--- src/rtl/controle_multiciclo_pkg.sv ---
// Shared definitions for the multicycle control unit: opcodes, FSM states,
// ALU/write-back codes and instruction field positions.
package controle_multiciclo_pkg;

  typedef enum logic [2:0] {
    ST_FETCH0 = 3'd0,
    ST_FETCH1 = 3'd1,
    ST_DECODE = 3'd2,
    ST_READ   = 3'd3,
    ST_EXEC   = 3'd4,
    ST_MEM    = 3'd5,
    ST_WB     = 3'd6,
    ST_HALT   = 3'd7
  } state_t;

  typedef enum logic [2:0] {
    CL_NOP  = 3'd0,
    CL_ALU  = 3'd1,
    CL_LI   = 3'd2,
    CL_LW   = 3'd3,
    CL_SW   = 3'd4,
    CL_JMP  = 3'd5,
    CL_HALT = 3'd6,
    CL_ILL  = 3'd7
  } op_class_t;

  localparam logic [3:0] OP_NOP  = 4'h0;
  localparam logic [3:0] OP_ADD  = 4'h1;
  localparam logic [3:0] OP_SUB  = 4'h2;
  localparam logic [3:0] OP_AND  = 4'h3;
  localparam logic [3:0] OP_OR   = 4'h4;
  localparam logic [3:0] OP_LI   = 4'h5;
  localparam logic [3:0] OP_LW   = 4'h6;
  localparam logic [3:0] OP_SW   = 4'h7;
  localparam logic [3:0] OP_JMP  = 4'h8;
  localparam logic [3:0] OP_HALT = 4'hF;

  localparam logic [1:0] ALU_ADD = 2'b00;
  localparam logic [1:0] ALU_SUB = 2'b01;
  localparam logic [1:0] ALU_AND = 2'b10;
  localparam logic [1:0] ALU_OR  = 2'b11;

  localparam logic [1:0] WB_ALU = 2'b00;
  localparam logic [1:0] WB_IMM = 2'b01;
  localparam logic [1:0] WB_MEM = 2'b10;

  // byte0 = {op, rd, rsv}; byte1 = {rs1, rs2, rsv} or imm8
  localparam int OP_MSB  = 7;
  localparam int OP_LSB  = 4;
  localparam int RD_MSB  = 3;
  localparam int RD_LSB  = 1;
  localparam int RS1_MSB = 7;
  localparam int RS1_LSB = 5;
  localparam int RS2_MSB = 4;
  localparam int RS2_LSB = 2;

endpackage

--- src/rtl/controle_multiciclo_decodificador_instr.sv ---
// Combinational instruction decoder: IR bytes -> op class, register fields,
// ALU operation and legal flag. Reserved bits are deliberately ignored.
module decodificador_instr
  import controle_multiciclo_pkg::*;
(
  input  logic [7:0] ir0,
  input  logic [7:0] ir1,
  output op_class_t  op_class,
  output logic [1:0] alu_op,
  output logic [2:0] rd,
  output logic [2:0] rs1,
  output logic [2:0] rs2,
  output logic       legal
);

  logic unused_rsv;
  assign unused_rsv = ^{ir0[0], ir1[1:0]};

  // Field extraction and opcode classification
  always_comb begin
    rd       = ir0[RD_MSB:RD_LSB];
    rs1      = ir1[RS1_MSB:RS1_LSB];
    rs2      = ir1[RS2_MSB:RS2_LSB];
    alu_op   = ALU_ADD;
    op_class = CL_ILL;
    legal    = 1'b1;
    case (ir0[OP_MSB:OP_LSB])
      OP_NOP:  op_class = CL_NOP;
      OP_ADD:  begin op_class = CL_ALU; alu_op = ALU_ADD; end
      OP_SUB:  begin op_class = CL_ALU; alu_op = ALU_SUB; end
      OP_AND:  begin op_class = CL_ALU; alu_op = ALU_AND; end
      OP_OR:   begin op_class = CL_ALU; alu_op = ALU_OR;  end
      OP_LI:   op_class = CL_LI;
      OP_LW:   op_class = CL_LW;
      OP_SW:   op_class = CL_SW;
      OP_JMP:  op_class = CL_JMP;
      OP_HALT: op_class = CL_HALT;
      default: begin op_class = CL_ILL; legal = 1'b0; end
    endcase
  end

endmodule

--- src/rtl/controle_multiciclo.sv ---
// Multicycle control unit: fetches 2-byte instructions, sequences register
// bank reads/writes, ALU, write-back mux and the data-memory handshake.
//
// state  | meaning
// FETCH0 | present PC, latch byte0 (only when Run)
// FETCH1 | latch byte1
// DECODE | classify; JMP/NOP/illegal finish here
// READ   | drive rs1/rs2 to the register bank
// EXEC   | ALU operation selected
// MEM    | data-memory request held until MemReady or timeout
// WB     | one-cycle register write
// HALT   | stopped until reset
module controle_multiciclo
  import controle_multiciclo_pkg::*;
#(
  parameter logic [7:0] PC_RESET = 8'h00,
  parameter logic [3:0] MEM_TMO  = 4'd15
)(
  input  logic       Clock,
  input  logic       Reset,
  input  logic       Run,
  output logic [7:0] InstrAddr,
  input  logic [7:0] InstrByte,
  output logic [2:0] RegLido1,
  output logic [2:0] RegLido2,
  output logic [2:0] RegEscr,
  output logic       RegWrite,
  output logic [1:0] AluOp,
  output logic [1:0] WbSel,
  output logic [7:0] Imm,
  output logic       MemReq,
  output logic       MemWe,
  input  logic       MemReady,
  output logic       Halted,
  output logic       Erro
);

  state_t     state, state_nxt;
  logic [7:0] pc, ir0, ir1;
  logic [3:0] tmo_cnt;
  logic       erro;
  logic       tmo_hit;
  op_class_t  op_class;
  logic [1:0] alu_op;
  logic [2:0] rd, rs1, rs2;
  logic       legal;

  decodificador_instr u_dec (
    .ir0      (ir0),
    .ir1      (ir1),
    .op_class (op_class),
    .alu_op   (alu_op),
    .rd       (rd),
    .rs1      (rs1),
    .rs2      (rs2),
    .legal    (legal)
  );

  // A zero MEM_TMO disables the timeout entirely
  assign tmo_hit = (MEM_TMO != 4'd0) && (tmo_cnt == 4'd1);

  // State register
  always_ff @(posedge Clock or negedge Reset) begin
    if (!Reset) state <= ST_FETCH0;
    else        state <= state_nxt;
  end

  // Next-state logic
  always_comb begin
    state_nxt = state;
    case (state)
      ST_FETCH0: if (Run) state_nxt = ST_FETCH1;
      ST_FETCH1: state_nxt = ST_DECODE;
      ST_DECODE: begin
        case (op_class)
          CL_ALU, CL_LW, CL_SW: state_nxt = ST_READ;
          CL_LI:                state_nxt = ST_WB;
          CL_HALT:              state_nxt = ST_HALT;
          default:              state_nxt = ST_FETCH0;
        endcase
      end
      ST_READ:   state_nxt = (op_class == CL_ALU) ? ST_EXEC : ST_MEM;
      ST_EXEC:   state_nxt = ST_WB;
      ST_MEM: begin
        if (MemReady)     state_nxt = (op_class == CL_LW) ? ST_WB : ST_FETCH0;
        else if (tmo_hit) state_nxt = ST_FETCH0;
      end
      ST_WB:     state_nxt = ST_FETCH0;
      ST_HALT:   state_nxt = ST_HALT;
      default:   state_nxt = ST_FETCH0;
    endcase
  end

  // PC, instruction register, sticky error and memory timeout down-counter
  always_ff @(posedge Clock or negedge Reset) begin
    if (!Reset) begin
      pc      <= PC_RESET;
      ir0     <= 8'h00;
      ir1     <= 8'h00;
      tmo_cnt <= 4'd0;
      erro    <= 1'b0;
    end else begin
      case (state)
        ST_FETCH0: if (Run) begin
          ir0 <= InstrByte;
          pc  <= pc + 8'd1;
        end
        ST_FETCH1: begin
          ir1 <= InstrByte;
          pc  <= pc + 8'd1;
        end
        ST_DECODE: begin
          if (op_class == CL_JMP) pc <= ir1;
          if (!legal) erro <= 1'b1;
        end
        ST_READ: tmo_cnt <= MEM_TMO;
        ST_MEM: if (!MemReady) begin
          if (tmo_hit) erro <= 1'b1;
          else         tmo_cnt <= tmo_cnt - 4'd1;
        end
        default: ;
      endcase
    end
  end

  // Outputs decoded from state and registered IR only
  always_comb begin
    InstrAddr = pc;
    Imm       = ir1;
    Erro      = erro;
    Halted    = (state == ST_HALT);
    RegLido1  = 3'd0;
    RegLido2  = 3'd0;
    RegEscr   = 3'd0;
    RegWrite  = 1'b0;
    AluOp     = ALU_ADD;
    WbSel     = WB_ALU;
    MemReq    = 1'b0;
    MemWe     = 1'b0;
    if ((state inside {ST_READ, ST_EXEC, ST_MEM, ST_WB}) &&
        (op_class inside {CL_ALU, CL_LW, CL_SW})) begin
      RegLido1 = rs1;
      RegLido2 = rs2;
    end
    if ((state inside {ST_EXEC, ST_WB}) && (op_class == CL_ALU))
      AluOp = alu_op;
    if (state == ST_MEM) begin
      MemReq = 1'b1;
      MemWe  = (op_class == CL_SW);
    end
    if (state == ST_WB) begin
      RegEscr  = rd;
      RegWrite = 1'b1;
      case (op_class)
        CL_LI:   WbSel = WB_IMM;
        CL_LW:   WbSel = WB_MEM;
        default: WbSel = WB_ALU;
      endcase
    end
  end

endmodule
--- config.mk ---
export PLATFORM = sky130hd
export DESIGN_NAME = controle_multiciclo
export DESIGN_NICKNAME = d
export VERILOG_FILES = /design/src/rtl/controle_multiciclo_pkg.sv /design/src/rtl/controle_multiciclo_decodificador_instr.sv /design/src/rtl/controle_multiciclo.sv
export SDC_FILE = /design/constraint.sdc
export NUM_CORES = 1
export LEC_CHECK = 0
export ABC_AREA = 0
export CAP_MARGIN = 10
export CELL_PAD_IN_SITES_DETAIL_PLACEMENT = 2
export CELL_PAD_IN_SITES_GLOBAL_PLACEMENT = 2
export CORE_UTILIZATION = 33
export CTS_BUF_LIST = sky130_fd_sc_hd__clkbuf_2 sky130_fd_sc_hd__clkbuf_4 sky130_fd_sc_hd__clkbuf_8
export DETAILED_ROUTE_END_ITERATION = 10
export GPL_TIMING_DRIVEN = 0
export PLACE_DENSITY_LB_ADDON = 0.1
export SYNTH_ARGS = -nofsm -noshare
export SYNTH_HDL_FRONTEND = slang
export SYNTH_SLANG_ARGS = --single-unit
--- constraint.sdc ---
create_clock -name Clock -period 4.74 [get_ports Clock]
set_input_delay 0.474 -clock Clock [delete_from_list [all_inputs] [get_ports Clock]]
set_output_delay 0.474 -clock Clock [all_outputs]
set_load 0.01 [all_outputs]
==> impl_metrics.yaml <==
worst_setup_path:
  critical_path.max_stage_delay_ps: 530
  cp-start-kind: "flip-flop"
  crit_arrival_ps: 2540
  cpMaxStageDelayCell: "clkdlybuf4s50_1"
  cp_cell_sequence: "buf_6 > nand2_1 > or2_2 > a21oi_1 > and2_1 > clkdlybuf4s50_1"
  crit_path_end_kind: "output port"
  cpLargestDelayFamily: "buffers and inverters"
  path_max_fanout: 10
  required_ps: 4270
  crit_buf_inv: 2
  crit_type: "flip-flop to output port"
drt:
  final_antenna_net_count: 0
  vias_per_cell: 5.310
  drt_iter0_drc: 77
  post-route-drc-count: 0
  drtPass1Iterations: 4
  dr_total_vias: 1694
  wl_per_cell_um: 17.38
  routed_wl_um: 5545
timing:
  setup_tns_ps: 0
  fin_crit_sh: 0.6366
  finalMaxSlewViolations: 0
  rsz0062_at_grt: "false"
  finalHoldViolCount: 0
  fin_ws_ps: 1722
  max_slew.worst_pin.slew_ps: 742.0
  setup_viol: 0
  post-route-min-period_ps: 3018
  slew_headroom: 0.5053
  finClkSkew_ps: 11.84
  fmax_mhz: 331.4
pwr:
  power_density_nw_per_um2: 691.7
  max-vdd-ir-drop_mv: 0.2474
  cellLeakagePower_uw: 0.0009968
global_route:
  first_global_vias: 1783
  grt_max_degree: 32
  grt-ovfl-total: 0
  grt.total_usage: 0.2018
  antenna_found_initial: 0
  grtUsageMet2: 0.3398
  grt-busiest-layer: "met2"
  use_met1: 0.2632
  grt_pass1_wl_um: 9287
  gr-usage-met3: 0.04471
layout:
  area_growth_pct: 33.29
  final_common_cell: "clkdlybuf4s50_1"
  multiInputGateArea_sq_um: 977.2
  drive_above_1_share: 0.1700
  seqCellArea_sq_um: 775.7
  diodes: 0
  finalNetCount: 261
  num-fill-cells: 604
  final-instance-count-excl-fill: 319
  final_util: 0.4540
  most-common-layout-cells: "clkdlybuf4s50_1, dfrtp_1, nand2_1"
clock_network:
  cts_num_sinks: 31
  root_buffer: "clkbuf_8"
  clockBufferDepth: 2
  tritoncts: "yes"
  post-cts-setup-buffers: 0
  path_clk_slew_ps: 70
  cts.htree.levels: 2
  cts_made_buffers: 5
  post_cts_resized: 0
  clock_latency_ps: 290
  postCtsHoldBufs: 0
placement:
  place_inst: 311
  post-place-ws_ps: 2025
  hpwl_um: 4024
  io_buffers: 45
  routabilityCongestion: 0.6908
die:
  ios: 46
  num_rows: 27
  die_y_um: 77.39
  dieWidth_um: 77.39
  start_util: 0.3406
  coreArea_sq_um: 5507
  die-area_sq_um: 5989
synth:
  synth-seq-cells: 31
  synth_cell_types: 52
  yosysWarnings: 0
  syn_area_per_cell_sq_um: 9.668
  synth_top_cell_by_area: "dfrtp_1"
  synth_edf_count: 0
  syn_nets: 209
  ys_seq_area_frac: 0.4136
  ys.flop_type: "dfrtp_1"
  synth_top_area_share: 0.4136
  netlist_top_cells_area: "dfrtp_1, mux2_2, nand2_1"
  syn_area_sq_um: 1876
  async_flop_share: 1.000
  syn_inst: 194
worst_hold_path:
  hold_path_class: "input pin to asynchronous set/reset pin"
job:
  drv_cap: 0
run_status:
  status: "completed"
[cells in the mapped netlist, drive strengths merged (2+ instances only)]
| master | instances |
|---|---|
| and2 | 7 |
| nor2 | 12 |
| nor3 | 10 |
| mux2 | 14 |
| a2bb2oi | 3 |
| nor3b | 2 |
| and3 | 5 |
| dfrtp | 31 |
| xor2 | 3 |
| nand3 | 10 |
| or3b | 2 |
| nand2 | 18 |
| or2 | 2 |
| or3 | 2 |
| buf | 8 |
| o21ai | 9 |
| ha | 3 |
| clkbuf | 5 |
| o22ai | 3 |
| a21oi | 13 |
| inv | 7 |
| xnor2 | 3 |
[state kept, by name, summed over array words and instances (netlist names)]
signal     cells
ir0            7
InstrAddr      8
Erro           1
Imm            8
tmo_cnt        4
state          3
[layout make-up]
cell class | instances | share of cell area
repair buffers | 45 | 0.1782
inverters | 7 | 0.01051
well taps | 72 | 0.03604
clock buffers | 7 | 0.03353
multi-input cells | 143 | 0.3909
flip-flops and latches | 31 | 0.3103
plain buffers | 13 | 0.03854
clock inverters | 1 | 0.002002
[worst reg2reg max path: cells and delay by family (launching register included)]
kind	cells	cell delay, ps
AOI/OAI and AO/OA	2	460
adders and majority gates	1	130
buffers and inverters	2	240
DFF	1	400
and+or+nand+nor	2	570
[per-stage QoR]
step           hold WS (ps)  area (sq um)  total power [uW]
2_1_floorplan         178.4          1876              1123
3_3_place_gp          482.6          2416              1487
3_5_place_dp          490.3          2411              1523
4_1_cts               280.3          2500              1754
5_1_grt               312.8          2500              1867
6_report              229.9          2500              1729
[power by group]
| group | internal, uW | switching, uW | leakage [uW] |
|---|---|---|---|
| clock | 114 | 104 | 0.0000491 |
| combinational | 500 | 509 | 0.000598 |
| sequential | 384 | 118 | 0.000350 |
| total | 998 | 731 | 0.000997 |
[worst paths after layout]
| path | from | endpoint | slack, ps | cells after the start |
|---|---|---|---|---|
| worst min-delay path | Reset | ir0[4]$_DFFE_PN0P_ | 230 | 1 |
| worst max-delay path | state[0]$_DFFE_PN0P_ | RegLido2[0] | 1720 | 6 |
| worst max register to register | tmo_cnt[1]$_DFFE_PN0P_ | state[0]$_DFFE_PN0P_ | 2830 | 7 |
| worst min register to register | ir0[1]$_DFFE_PN0P_ | ir0[1]$_DFFE_PN0P_ | 500 | 1 |
| min in group Clock | ir0[1]$_DFFE_PN0P_ | ir0[1]$_DFFE_PN0P_ | 500 | 1 |
| max in group asynchronous | Reset | state[2]$_DFFE_PN0P_ | 4010 | 1 |
[cell families (layout without fill, tap and decap cells)]
kind of cell	Yosys count	in the layout	synth area share
adder cells (fa/ha/maj)	3	3	0.02002
AO/OA/AOI/OAI	42	42	0.1541
XOR/XNOR	6	6	0.02802
multiplexers	15	15	0.08939
AND/OR/NAND/NOR	77	77	0.2295
buffers and inverters	20	73	0.06538
flip-flops	31	31	0.4136
[per-layer routing]
layer  wire [um]  share of wire
met3         170          0.031
met2        2669           0.48
met1        2652           0.48
met5           0              0
met4          53         0.0096
(Power assumes the default switching activity.)
